--- config.mk ---
export PLATFORM = sky130hd
export DESIGN_NAME = sdram_bist
export DESIGN_NICKNAME = d
export VERILOG_FILES = /design/src/rtl/sdram_pkg.sv /design/src/rtl/sdram_bist_cmp.sv /design/src/rtl/sdram_bist.sv
export SDC_FILE = /design/constraint.sdc
export NUM_CORES = 1
export LEC_CHECK = 0
export ABC_AREA = 1
export BUFFER_PORTS_ARGS = -buffer_cell sky130_fd_sc_hd__buf_2
export CAP_MARGIN = 20
export CORE_MARGIN = 5
export CORE_UTILIZATION = 52
export DETAILED_ROUTE_END_ITERATION = 8
export PLACE_DENSITY_LB_ADDON = 0.2
export SYNTH_ARGS = -nofsm -noshare
export SYNTH_HDL_FRONTEND = slang
export SYNTH_SLANG_ARGS = --single-unit
export TNS_END_PERCENT = 100
--- constraint.sdc ---
create_clock -name clk -period 2.2 [get_ports clk]
set_input_delay 0.22 -clock clk [delete_from_list [all_inputs] [get_ports clk]]
set_output_delay 0.22 -clock clk [all_outputs]
set_load 0.02 [all_outputs]
--- src/rtl/sdram_pkg.sv ---
`default_nettype none
// ============================================================================
// Package  : sdram_pkg
// Brief    : Shared widths, BIST state encoding and the address-derived pattern.
// Revision : 1.0 - initial release
// ============================================================================
package sdram_pkg;

    localparam int c_ADDR_W = 24;
    localparam int c_DATA_W = 16;
    localparam int c_ERR_W  = 16;

    localparam logic [2:0] c_ST_IDLE    = 3'd0;
    localparam logic [2:0] c_ST_WR_REQ  = 3'd1;
    localparam logic [2:0] c_ST_RD_REQ  = 3'd2;
    localparam logic [2:0] c_ST_RD_WAIT = 3'd3;
    localparam logic [2:0] c_ST_DONE    = 3'd4;

    // Folding the upper address byte in makes every 64K bank produce a distinct pattern.
    function automatic logic [c_DATA_W-1:0] pat(input logic [c_ADDR_W-1:0] a,
                                                 input logic [c_DATA_W-1:0] seed);
        return a[15:0] ^ {a[23:16], a[23:16]} ^ seed;
    endfunction

endpackage
`default_nettype wire

--- src/rtl/sdram_bist_cmp.sv ---
`default_nettype none
// ============================================================================
// Module   : sdram_bist_cmp
// Brief    : Read-back comparator with saturating error count and first-error capture.
// Revision : 1.0 - initial release
// ============================================================================
module sdram_bist_cmp
    import sdram_pkg::*;
#(
    parameter int ADDR_W = c_ADDR_W,
    parameter int DATA_W = c_DATA_W,
    parameter int ERR_W  = c_ERR_W
) (
    input  logic              clk,
    input  logic              rst,
    input  logic              i_clear,
    input  logic              i_valid,
    input  logic [ADDR_W-1:0] i_addr,
    input  logic [DATA_W-1:0] i_data,
    input  logic [DATA_W-1:0] i_expected,
    output logic [ERR_W-1:0]  o_err_count,
    output logic [ADDR_W-1:0] o_first_err_addr,
    output logic [DATA_W-1:0] o_first_err_data
);

    logic [ERR_W-1:0]  r_err_count;
    logic [ADDR_W-1:0] r_first_err_addr;
    logic [DATA_W-1:0] r_first_err_data;
    logic              w_mismatch;

    assign w_mismatch = i_valid && (i_data != i_expected);

    always_ff @(posedge clk) begin
        if (rst || i_clear) begin
            r_err_count      <= '0;
            r_first_err_addr <= '0;
            r_first_err_data <= '0;
        end else if (w_mismatch) begin
            if (r_err_count != '1) begin
                r_err_count <= r_err_count + 1'b1;
            end
            // A zero count doubles as the "nothing captured yet" flag.
            if (r_err_count == '0) begin
                r_first_err_addr <= i_addr;
                r_first_err_data <= i_data;
            end
        end
    end

    assign o_err_count      = r_err_count;
    assign o_first_err_addr = r_first_err_addr;
    assign o_first_err_data = r_first_err_data;

endmodule
`default_nettype wire

--- src/rtl/sdram_bist.sv ---
`default_nettype none
// ============================================================================
// Module   : sdram_bist
// Brief    : SDRAM request-port BIST: writes pat(addr) over a range, reads back, compares.
// Revision : 1.0 - initial release
// ============================================================================
module sdram_bist
    import sdram_pkg::*;
#(
    parameter int ADDR_W = c_ADDR_W,
    parameter int DATA_W = c_DATA_W,
    parameter int TMO_W  = 8
) (
    input  logic              clk,
    input  logic              reset,
    input  logic              start,
    input  logic [ADDR_W-1:0] base_addr,
    input  logic [ADDR_W-1:0] length,
    input  logic [DATA_W-1:0] seed,
    output logic              busy,
    output logic              done,
    output logic              pass,
    output logic              timeout,
    output logic [15:0]       err_count,
    output logic [ADDR_W-1:0] first_err_addr,
    output logic [DATA_W-1:0] first_err_data,
    output logic              sdram_req,
    input  logic              sdram_ack,
    output logic [ADDR_W-1:0] sdram_addr,
    output logic              sdram_rh_wl,
    output logic [DATA_W-1:0] sdram_data_w,
    input  logic [DATA_W-1:0] sdram_data_r,
    input  logic              sdram_data_r_en
);

    localparam logic [TMO_W-1:0] c_TMO_MAX = '1;

    logic [2:0]        r_state;
    logic [ADDR_W-1:0] r_base;
    logic [ADDR_W-1:0] r_len;
    logic [ADDR_W-1:0] r_cur;
    logic [ADDR_W-1:0] r_cnt;
    logic [ADDR_W-1:0] r_addr;
    logic [DATA_W-1:0] r_seed;
    logic [DATA_W-1:0] r_data_w;
    logic [TMO_W-1:0]  r_tmo;
    logic              r_req;
    logic              r_rh_wl;
    logic              r_busy;
    logic              r_done;
    logic              r_timeout;

    logic              w_start;
    logic              w_ack;
    logic              w_rd_data;
    logic              w_last;
    logic              w_tmo_hit;
    logic [ADDR_W-1:0] w_cnt_inc;
    logic [DATA_W-1:0] w_pat_cur;
    logic [15:0]       w_err_count;

    assign w_start   = start && ((r_state == c_ST_IDLE) || (r_state == c_ST_DONE));
    assign w_ack     = r_req && sdram_ack;
    assign w_rd_data = (r_state == c_ST_RD_WAIT) && sdram_data_r_en;
    assign w_cnt_inc = r_cnt + 1'b1;
    assign w_last    = (w_cnt_inc == r_len);
    assign w_tmo_hit = (r_tmo == c_TMO_MAX);
    assign w_pat_cur = pat(r_cur, r_seed);

    always_ff @(posedge clk) begin
        if (reset) begin
            r_state   <= c_ST_IDLE;
            r_base    <= '0;
            r_len     <= '0;
            r_cur     <= '0;
            r_cnt     <= '0;
            r_addr    <= '0;
            r_seed    <= '0;
            r_data_w  <= '0;
            r_tmo     <= '0;
            r_req     <= 1'b0;
            r_rh_wl   <= 1'b0;
            r_busy    <= 1'b0;
            r_done    <= 1'b0;
            r_timeout <= 1'b0;
        end else begin
            case (r_state)
                c_ST_IDLE, c_ST_DONE: begin
                    if (w_start) begin
                        r_base    <= base_addr;
                        r_len     <= length;
                        r_seed    <= seed;
                        r_cur     <= base_addr;
                        r_cnt     <= '0;
                        r_tmo     <= '0;
                        r_timeout <= 1'b0;
                        if (length == '0) begin
                            r_state <= c_ST_DONE;
                            r_done  <= 1'b1;
                            r_busy  <= 1'b0;
                        end else begin
                            r_state <= c_ST_WR_REQ;
                            r_done  <= 1'b0;
                            r_busy  <= 1'b1;
                        end
                    end
                end
                // Request is (re)issued one cycle after the previous ack, giving the low gap.
                c_ST_WR_REQ: begin
                    if (w_ack) begin
                        r_req <= 1'b0;
                        r_tmo <= '0;
                        if (w_last) begin
                            r_state <= c_ST_RD_REQ;
                            r_cnt   <= '0;
                            r_cur   <= r_base;
                        end else begin
                            r_cnt <= w_cnt_inc;
                            r_cur <= r_cur + 1'b1;
                        end
                    end else if (w_tmo_hit) begin
                        r_state   <= c_ST_DONE;
                        r_req     <= 1'b0;
                        r_tmo     <= '0;
                        r_timeout <= 1'b1;
                        r_done    <= 1'b1;
                        r_busy    <= 1'b0;
                    end else begin
                        r_tmo <= r_tmo + 1'b1;
                        if (!r_req) begin
                            r_req    <= 1'b1;
                            r_addr   <= r_cur;
                            r_rh_wl  <= 1'b0;
                            r_data_w <= w_pat_cur;
                        end
                    end
                end
                c_ST_RD_REQ: begin
                    if (w_ack) begin
                        r_state <= c_ST_RD_WAIT;
                        r_req   <= 1'b0;
                        r_tmo   <= '0;
                    end else if (w_tmo_hit) begin
                        r_state   <= c_ST_DONE;
                        r_req     <= 1'b0;
                        r_tmo     <= '0;
                        r_timeout <= 1'b1;
                        r_done    <= 1'b1;
                        r_busy    <= 1'b0;
                    end else begin
                        r_tmo <= r_tmo + 1'b1;
                        if (!r_req) begin
                            r_req   <= 1'b1;
                            r_addr  <= r_cur;
                            r_rh_wl <= 1'b1;
                        end
                    end
                end
                c_ST_RD_WAIT: begin
                    if (w_rd_data) begin
                        r_tmo <= '0;
                        if (w_last) begin
                            r_state <= c_ST_DONE;
                            r_done  <= 1'b1;
                            r_busy  <= 1'b0;
                        end else begin
                            r_state <= c_ST_RD_REQ;
                            r_cnt   <= w_cnt_inc;
                            r_cur   <= r_cur + 1'b1;
                        end
                    end else if (w_tmo_hit) begin
                        r_state   <= c_ST_DONE;
                        r_tmo     <= '0;
                        r_timeout <= 1'b1;
                        r_done    <= 1'b1;
                        r_busy    <= 1'b0;
                    end else begin
                        r_tmo <= r_tmo + 1'b1;
                    end
                end
                default: begin
                    r_state <= c_ST_IDLE;
                    r_req   <= 1'b0;
                end
            endcase
        end
    end

    sdram_bist_cmp #(
        .ADDR_W (ADDR_W),
        .DATA_W (DATA_W),
        .ERR_W  (16)
    ) u_cmp (
        .clk              (clk),
        .rst              (reset),
        .i_clear          (w_start),
        .i_valid          (w_rd_data),
        .i_addr           (r_cur),
        .i_data           (sdram_data_r),
        .i_expected       (w_pat_cur),
        .o_err_count      (w_err_count),
        .o_first_err_addr (first_err_addr),
        .o_first_err_data (first_err_data)
    );

    assign busy         = r_busy;
    assign done         = r_done;
    assign pass         = r_done && (w_err_count == '0) && !r_timeout;
    assign timeout      = r_timeout;
    assign err_count    = w_err_count;
    assign sdram_req    = r_req;
    assign sdram_addr   = r_addr;
    assign sdram_rh_wl  = r_rh_wl;
    assign sdram_data_w = r_data_w;

endmodule
`default_nettype wire
==> results.toml, run 1 <==
[status]
run_status = "finished with violations"
failed_checks = "negative hold slack, negative setup slack"

[global_route]
grt_pass1_vias = 13414
grt_start_max_net_pins = 54
grt_first_pass_wirelength_um = 68600
grt_resource_usage_total_pct = 29.5
grt_antenna_before_repair = 0
grt_ovf = 0

[finish]
final_design_area_no_fill_um2 = 17900
multiInputGateArea_um2 = 7360
register_area_um2 = 4520
fin_nets = 2487
inserted_diodes = 0
area_delta_synth_final_pct = 42.0
drive_above_1_share_pct = 29.1
final_common_cell = "nand2_1"
final_cell_mix = "nand2_1, inv_1, nor2_1"
num-fill-cells = 1849

[critical_path]
timing.critical_path.from_type = "register"
cp.required_ns = 2.68
worst_ep_arrival_time_ns = 3.30
critPathMaxFanout = 7
end_kind = "register"
setup.worst_path.class = "reg -> reg"

[timing]
setup_viol_count_final = 77
worstMarginPinSlew_ns = 0.634
finalCriticalPeriod_ns = 2.82
hold_violations = 1
worst_clock_skew_ns = 0.0259
drv_slew = 0
worst_slack_ns = -0.621
rsz0062_at_grt = "yes"
hold_ws_ns = -0.00654
fmax_mhz = 354
final.period_utilization_pct = 128
tns_ns = -28.59
worst_slew_margin_rel_pct = 57.3

[placed_design]
gp_congestion = 0.941
portBuffers = 186
placed_cell_area_um2 = 15200
dpl.hpwl_um = 30500

[floorplanning]
chipHeight_um = 166
die-area_um2 = 27500
floorplan.die.width_um = 166
rows = 57
ioPinCount = 187
floorplan.initialDensity_pct = 52.3
fp.coreArea_um2 = 24100

[power_and_ir_drop]
p_sw_share_pct = 34.8
power.share.combinational_pct = 33.7
clockPowerShare_pct = 30.2
power.density_cell_area_nw_per_um2 = 745
ir_drop_mv = 0.617
power_frac_seq_pct = 36.1
power.net_switching_mw = 4.64
leakage_nw = 8.47
internal_power_mw = 8.69

[synth]
area_fraction_in_compound_gates_after_synthesis_pct = 12.3
synth_mux_area_share_pct = 0
number_of_register_bits_inferred_by_synthesis = 224
synth.lib_cells_used.distinct = 40
main_combinational_cell_family_by_area_after_synthesis = "simple AND/OR/NAND/NOR gates"
synth-adder-area-share_pct = 0.496
mean_syn_cell_area_um2 = 6.41
netlist_area_um2 = 12600
synthesis.nets = 2056
synth-simple-area-share_pct = 33.7
synth-seq-area-share_pct = 35.6
synthCells = 1966
ys_warn_count = 0
area_share_of_xor_xnor_cells_in_the_synthesized_design_pct = 5.78

[drt]
average_via_count_per_standard_cell = 5.36
detailedRoute.firstIterationViolations = 1506
avgRoutedWirePerCell_um = 16.5
route.final.wire_length_um = 45300
firstDrtPassIters = 6
detail_route.drc_violations = 0
detailroute.via_count = 14665
postRouteAntennaNets = 0

[clocking]
cts.sink_count = 224
clock_tree_from_tritoncts = "done"
insertion_delay_ns = 0.53
maximum_level_of_the_cts_h_tree = 1
cts-root-buf = "clkbuf_16"
path_clk_slew_ns = 0.06
ctsLongestPathBuffers = 3
cts-buffers-inserted = 24

[run]
number_of_maximum_capacitance_violations = 0

[worst_hold_path]
hold_path_class = "in -> reg"
==> final timing paths <==
check,start,cells past startpoint,endpoint,slack (ns)
worst max register to register,r_cnt[1],22,r_cur[12],-0.62
worst min register to register,r_base[19],2,r_base[19],0.47
worst min-delay path,sdram_data_r[4],3,u_cmp.o_first_err_data[4],-0.007
worst max-delay path,r_cnt[1],22,r_cur[12],-0.62
==> cell type report <==
cell class                      instances  share of cell area, %
Clock inverter                          8                  0.440
Clock buffer                           35                   3.86
Inverter                              300                   6.34
Sequential cell                       224                   25.2
Timing Repair Buffer                  489                   20.8
Multi-Input combinational cell       1358                   41.1
Tap cell                              324                   2.26
==> power groups by stage <==
| stage | clock (mW) | combinational (mW) | sequential, mW |
|---|---|---|---|
| floorplan | 0 | 2.06 | 4.92 |
| global placement | 0 | 3.62 | 4.84 |
| CTS | 4.06 | 4.00 | 4.78 |
| global route | 4.23 | 4.85 | 4.85 |
| finish | 4.03 | 4.49 | 4.82 |
| detailed placement | 0 | 3.67 | 4.85 |
==> sequential cells by signal, summed over array words and instances, names as in the netlist, 3 cells and up <==
signal	cells
r_base	24
r_cnt	24
r_cur	24
r_len	24
sdram_addr	24
u_cmp.o_first_err_addr	24
r_seed	16
sdram_data_w	16
u_cmp.o_err_count	16
u_cmp.o_first_err_data	16
r_tmo	8
r_state	3
==> synthesized netlist by cell type <==
library cell,number,share of area [%]
o21ai_1,3,0.12
nand4_1,41,2.0
nor4_1,13,0.65
a31oi_1,1,0.050
nand2_4,3,0.27
o21ai_2,1,0.069
nand3_1,143,5.7
nor2_2,13,0.65
nand2_2,13,0.65
buf_4,6,0.36
nor2_1,277,8.2
nor2_8,3,0.48
nor3b_1,1,0.060
inv_2,1,0.030
inv_4,1,0.050
or2_2,2,0.099
a211oi_1,2,0.12
clkinv_1,2,0.060
buf_6,5,0.45
a21boi_0,1,0.060
dfxtp_1,224,36
o211ai_1,1,0.060
clkbuf_1,54,1.6
nand3_2,5,0.40
xor2_1,55,3.8
a22oi_1,1,0.060
ha_1,5,0.50
o22ai_1,10,0.50
xnor3_1,2,0.36
nand2_1,411,12
and3_1,1,0.050
inv_1,296,8.8
nor3_1,21,0.83
a21oi_1,131,5.2
buf_2,15,0.60
nor2_4,6,0.54
o21ai_0,154,6.1
xnor2_1,23,1.6
nand3b_1,15,0.89
buf_1,4,0.12
==> metrics by stage <==
step           power, mW  setup WS (ns)  hold slack [ns]  utilization [%]  std cells
2_1_floorplan       6.98      -0.000866            0.355                -       1966
6_report            13.3         -0.621         -0.00654             74.3       2738
3_5_place_dp        8.52         -0.369            0.449             63.2       2588
4_1_cts             12.8         -0.248        0.0000183             70.1       2704
3_3_place_gp        8.46         -0.289            0.440             63.2       2588
5_1_grt             13.9         -0.717          0.00841             74.3       2738
==> worst max-delay path: stages (launching register included) <==
cell       delay, ns
dfxtp_4         0.38
ha_4            0.17
nand2_4         0.06
nor2_4          0.26
buf_6           0.15
nand2_2         0.05
nand2_2         0.07
nand2_1         0.08
nand2_1         0.13
nand2_1         0.06
nor2_1          0.09
nand2_1         0.06
nor2_1          0.15
nand2_2         0.11
nor2_8          0.20
buf_12          0.13
nand2_8         0.09
clkbuf_16       0.18
nand2_1         0.06
nand3_1         0.09
nand3_1         0.11
nand2_1         0.05
inv_1           0.05
==> layer usage <==
layer / vias up / wire [um] / global-route usage [%]
met4: 0 / 1400 / 7.53
met3: 137 / 4180 / 4.81
met2: 767 / 21100 / 49.7
met1: 6695 / 18600 / 39.6
met5: - / 0 / 0
li1: 7066 / - / -
==> repair_timing <==
item / in CTS / in global routing
hold buffers: 54 / 0
pin swaps: 35 / 77
resized for setup: 64 / 183
endpoints found under the setup margin: 110 / 156
hold endpoints to repair: 54 / 0
buffers inserted: 19 / 28
gates cloned: 1 / 7
==> logic make-up after synthesis <==
kind of cell | Yosys count
AND/OR/NAND/NOR | 968
buffers and inverters | 384
AO/OA/AOI/OAI | 305
flip-flops | 224
XOR/XNOR | 80
adder cells (fa/ha/maj) | 5
No activity file was read; power rests on OpenSTA's default activity.
==> inputs of run 2 (changes only) <==
==> constraint.sdc (replaced) <==
create_clock -name clk -period 2.2 [get_ports clk]
set_input_delay 0.22 -clock clk [delete_from_list [all_inputs] [get_ports clk]]
set_output_delay 0.22 -clock clk [all_outputs]
set_load 0.01 [all_outputs]
==> run 2 against run 1 <==
Effect of this change:
- the run still ends with negative hold slack, negative setup slack left
- total power is 0.70% lower
- via count decreased by 0.40%
- worst setup slack better by 0.00086 ns
- sequential share of layout area is essentially flat
- hold slack worse by 0.0037 ns
- utilization about the same
- design area barely moved
- sequential power about the same
- critical path type unchanged
- wire length down 0.30%
- critical path depth is the same
==> results.toml, run 2 (synthesis results as in run 1) <==
[clocking]
maximum_level_of_the_cts_h_tree = 1
path_clk_slew_ns = 0.06
clock_tree_from_tritoncts = "done"
cts-buffers-inserted = 24
insertion_delay_ns = 0.53
cts-root-buf = "clkbuf_16"
cts.sink_count = 224
ctsLongestPathBuffers = 3

[finish]
area_delta_synth_final_pct = 41.9
inserted_diodes = 0
final_design_area_no_fill_um2 = 17900
drive_above_1_share_pct = 29.2
num-fill-cells = 1855
final_cell_mix = "nand2_1, inv_1, nor2_1"
finish.utilization_pct = 74.2
final_common_cell = "nand2_1"
stdcell_count = 2738
fin_nets = 2487

[global_route]
grt_start_max_net_pins = 54
grt_ovf = 0
grt_first_pass_wirelength_um = 68600
grt_antenna_before_repair = 0
grt_pass1_vias = 13417
grt_resource_usage_total_pct = 29.5

[floorplanning]
fp.coreArea_um2 = 24100
die-area_um2 = 27500
ioPinCount = 187
floorplan.die.width_um = 166
chipHeight_um = 166
rows = 57
floorplan.initialDensity_pct = 52.3

[critical_path]
end_kind = "register"
worst_r2r_endpoint = "r_cur[12]"
r2r_start = "r_cnt[1]"
worstPathCellList = "ha_4 -> nand2_4 -> nor2_4 -> buf_6 -> nand2_2 -> nand2_2 -> nand2_1 -> nand2_1 -> nand2_1 -> nor2_1 -> nand2_1 -> nor2_1 -> nand2_2 -> nor2_8 -> buf_12 -> nand2_8 -> clkbuf_16 -> nand2_1 -> nand3_1 -> nand3_1 -> nand2_1 -> inv_1"
worst_ep_arrival_time_ns = 3.30
max_stage_delay_ns = 0.38
crit_path_top_cell_by_count = "nand2_1"
rrSetupSlack_ns = -0.62
critPathMaxFanout = 7
crit_slowest_cell = "dfxtp_4"
timing.critical_path.from_type = "register"
cp.required_ns = 2.68
rr_worst_depth = 22
setup.worst_path.class = "reg -> reg"

[timing]
finalCriticalPeriod_ns = 2.82
worst_clock_skew_ns = 0.0272
worst_slew_margin_rel_pct = 57.3
drv_slew = 0
hold_violations = 1
fmax_mhz = 355
rsz0062_at_grt = "yes"
setup_viol_count_final = 72
worstMarginPinSlew_ns = 0.634
hold_ws_ns = -0.0103
final.period_utilization_pct = 128
tns_ns = -27.53
worst_slack_ns = -0.621

[drt]
detail_route.drc_violations = 0
firstDrtPassIters = 6
route.final.wire_length_um = 45100
detailedRoute.firstIterationViolations = 1501
postRouteAntennaNets = 0
average_via_count_per_standard_cell = 5.33
detailroute.via_count = 14606
avgRoutedWirePerCell_um = 16.5

[worst_hold_path]
hold_end = "u_cmp.o_first_err_data[4]"
start_point_of_the_worst_min_delay_path = "sdram_data_r[4]"
worstHoldPathCells = 3
hold_path_class = "in -> reg"

[placed_design]
placed_cell_area_um2 = 15200
portBuffers = 186
dpl.hpwl_um = 30500
gp_congestion = 0.941
post-place-cells = 2588
dpl_worst_slack_ns = -0.369

[run]
number_of_maximum_capacitance_violations = 0

[power_and_ir_drop]
leakage_nw = 8.47
ir_drop_mv = 0.618
fin_total_pwr_mw = 13.2
power.density_cell_area_nw_per_um2 = 740

[status]
failed_checks = "negative hold slack, negative setup slack"
run_status = "finished with violations"
run 2: final cells by class:
cell class              instances  area, um2  share of cell area (%)
repair buffers                489       3710                    20.7
multi-input cells            1358       7350                    41.1
clock buffers                  35        692                    3.87
well taps                     324        405                    2.27
clock inverters                 8       78.8                   0.440
flip-flops and latches        224       4520                    25.2
inverters                     300       1140                    6.35
run 2: worst max path at each step:
stage | from | to | slack [ns] | cells after the start
6_report | r_cnt[1] | r_cur[12] | -0.62 | 22
5_1_grt | r_cnt[1] | r_cur[12] | -0.72 | 19
4_1_cts | r_cnt[0] | r_cnt[20] | -0.25 | 19
3_5_place_dp | r_cnt[1] | r_cur[5] | -0.37 | 19
3_3_place_gp | r_cnt[1] | r_cur[12] | -0.29 | 20
2_1_floorplan | r_cnt[1] | r_cnt[2] | -0.0009 | 17
run 2: what timing repair did:
action,in CTS,in global routing
hold buffers,54,0
endpoints found under the hold margin,54,0
pin swaps,34,77
setup endpoints to repair,109,156
cloned,1,7
gates resized for setup,64,182
setup buffers,19,28
run 2: layer usage:
metal | wire (um) | vias up | GRT usage [%]
met3 | 4270 | 133 | 4.81
met2 | 21000 | 788 | 49.7
met4 | 1460 | 0 | 7.53
li1 | - | 7060 | -
met5 | 0 | - | 0
met1 | 18400 | 6625 | 39.6
run 2: power by group:
| part | switching, mW | internal, mW | total, mW |
|---|---|---|---|
| clock network | 1.73 | 2.30 | 4.03 |
| logic | 2.47 | 1.93 | 4.40 |
| registers | 0.354 | 4.46 | 4.82 |
| total | 4.55 | 8.69 | 13.2 |
run 2: critical path, delay by kind of cell (launching register included):
| kind | cells | cell delay, ns |
|---|---|---|
| AND/OR/NAND/NOR | 17 | 1.71 |
| buffers and inverters | 4 | 0.51 |
| flip-flops | 1 | 0.38 |
| adder cells (fa/ha/maj) | 1 | 0.17 |
==> inputs of run 3 (changes only) <==
--- a/config.mk
+++ b/config.mk
@@ -11,7 +11,7 @@
 export CORE_MARGIN = 5
 export CORE_UTILIZATION = 52
 export DETAILED_ROUTE_END_ITERATION = 8
-export PLACE_DENSITY_LB_ADDON = 0.2
+export PLACE_DENSITY = 0.84
 export SYNTH_ARGS = -nofsm -noshare
 export SYNTH_HDL_FRONTEND = slang
 export SYNTH_SLANG_ARGS = --single-unit
==> run 3 against run 2 <==
Effect of this change:
- the flow finishes with violations (negative setup slack)
- utilization is 1.6 points lower
- count of clock-buffer cells in the layout down 3
- global-route usage is 2.6 points higher
- combinational power shrank 3%
- sequential cell count unchanged
- critical path type unchanged
- critical endpoint is now r_cur[2]
- highest routed layer unchanged
==> results.toml, run 3 (synthesis results as in run 1) <==
[global_route]
grt_first_pass_wirelength_um = 74200
grt_antenna_before_repair = 0
grt_pass1_vias = 14415
grt_ovf = 0
grt_resource_usage_total_pct = 32.1
grt_start_max_net_pins = 68

[timing]
worst_slack_ns = -0.430
hold_ws_ns = 0.00265
finalCriticalPeriod_ns = 2.63
hold_violations = 0
drv_slew = 0
worst_clock_skew_ns = 0.0128
setup_viol_count_final = 86
fmax_mhz = 380
worst_slew_margin_rel_pct = 52.8
final.period_utilization_pct = 120
worstMarginPinSlew_ns = 0.707
rsz0062_at_grt = "yes"

[finish]
final_common_cell = "nand2_1"
final_cell_mix = "nand2_1, inv_1, nor2_1"
stdcell_count = 2717
drive_above_1_share_pct = 25.6
area_delta_synth_final_pct = 38.8
fin_nets = 2464
finish.utilization_pct = 72.6
final_design_area_no_fill_um2 = 17500
inserted_diodes = 0

[drt]
detailedRoute.firstIterationViolations = 1689
average_via_count_per_standard_cell = 5.56
highest-signal-layer = "met4"
route.final.wire_length_um = 48300
detailroute.via_count = 15098
dr_wl_met2_um = 22500
avgRoutedWirePerCell_um = 17.8
firstDrtPassIters = 6
detail_route.drc_violations = 0
postRouteAntennaNets = 0
drt-met1-wl_um = 18300
wl_met3_um = 4850

[placed_design]
dpl.hpwl_um = 30400
placed_cell_area_um2 = 15000
portBuffers = 186
gp_congestion = 0.991
post-place-cells = 2563

[worst_hold_path]
hold_path_class = "in -> reg"

[power_and_ir_drop]
internal_power_mw = 8.57
power_frac_seq_pct = 36.6
p_sw_share_pct = 35.4
clockPowerShare_pct = 31.2
leakage_nw = 8.34
power.net_switching_mw = 4.69
power.share.combinational_pct = 32.3
ir_drop_mv = 0.524
power.density_cell_area_nw_per_um2 = 758

[clocking]
clock_tree_from_tritoncts = "done"
ctsLongestPathBuffers = 3
cts-root-buf = "clkbuf_16"
insertion_delay_ns = 0.55
maximum_level_of_the_cts_h_tree = 1
cts.sink_count = 224
path_clk_slew_ns = 0.06
cts-buffers-inserted = 25

[floorplanning]
fp.coreArea_um2 = 24100
floorplan.initialDensity_pct = 52.3
die-area_um2 = 27500
floorplan.die.width_um = 166
rows = 57
chipHeight_um = 166
ioPinCount = 187

[run]
number_of_maximum_capacitance_violations = 0

[critical_path]
critPathMaxFanout = 16
worst_ep_arrival_time_ns = 3.07
end_kind = "register"
setup.worst_path.class = "reg -> reg"
timing.critical_path.from_type = "register"
cp.required_ns = 2.64

[status]
failed_checks = "negative setup slack"
run_status = "finished with violations"
==> run 3: changes by cell type in the layout (fill, tap and decap cells not counted), sizes merged <==
cell | previous run | this run
nand2 | 427 | 428
clkinvlp | 1 | 2
dlygate4sd3 | 54 | 68
buf | 430 | 391
inv | 299 | 304
clkinv | 7 | 10
clkbuf | 40 | 34
==> run 3: worst paths after layout <==
check                           startpoint  slack (ns)          to  cells after the start
worst max register to register    r_cnt[1]       -0.43    r_cur[2]                     15
worst min register to register  r_base[14]        0.46  r_base[14]                      2
worst max-delay path              r_cnt[1]       -0.43    r_cur[2]                     15
worst min-delay path             length[9]       0.003    r_len[9]                      3
==> run 3: per-stage QoR <==
step	setup TNS [ns]	power [mW]	setup WS, ns
after floorplan	-0.00250	6.89	-0.000866
after CTS	-12.69	12.8	-0.263
after global routing	-29.38	13.9	-0.533
after global placement	-14.56	8.19	-0.353
final	-18.96	13.3	-0.430
after detailed placement	-19.66	8.28	-0.469
==> run 3: layer usage <==
metal,GRT usage (%),vias up
li1,-,7045
met1,40.1,6907
met2,53.9,907
met3,6.12,239
met4,14.2,0
met5,0,-
==> run 3: layout make-up <==
type                       count  area, um2
timing repair inverter         3       45.0
clock buffer                  32        672
inverter                     300       1140
sequential                   224       4510
tap                          324        405
multi-input combinational   1359       7140
timing repair buffer         461       3460
fill                        1732       6600
clock inverter                14        125
==> run 3: power by group through the flow <==
stage / Sequential, mW / Clock [mW] / Combinational, mW
2_1_floorplan: 4.83 / 0 / 2.06
3_3_place_gp: 4.85 / 0 / 3.34
3_5_place_dp: 4.85 / 0 / 3.43
4_1_cts: 4.78 / 4.15 / 3.85
5_1_grt: 4.88 / 4.35 / 4.64
6_report: 4.85 / 4.13 / 4.28
==> run 3: critical path, stage by stage, from the launching register on <==
cell,delay (ns)
dfxtp_4,0.37
ha_4,0.15
nand2_4,0.06
nor2_4,0.23
nand3_1,0.21
nor2_2,0.19
xnor3_1,0.25
buf_4,0.14
nand2_1,0.09
nor2_4,0.06
buf_4,0.14
buf_12,0.14
a21boi_0,0.24
nor2_1,0.09
nor2_1,0.11
nor2_1,0.05
==> run 3: timing repair <==
action / CTS / global route
hold endpoints to repair: 68 / 0
gates cloned: 7 / 3
gates resized for setup: 63 / 131
buffers inserted: 12 / 20
setup endpoints to repair: 93 / 157
pin swaps: 24 / 37
hold buffers: 68 / 0
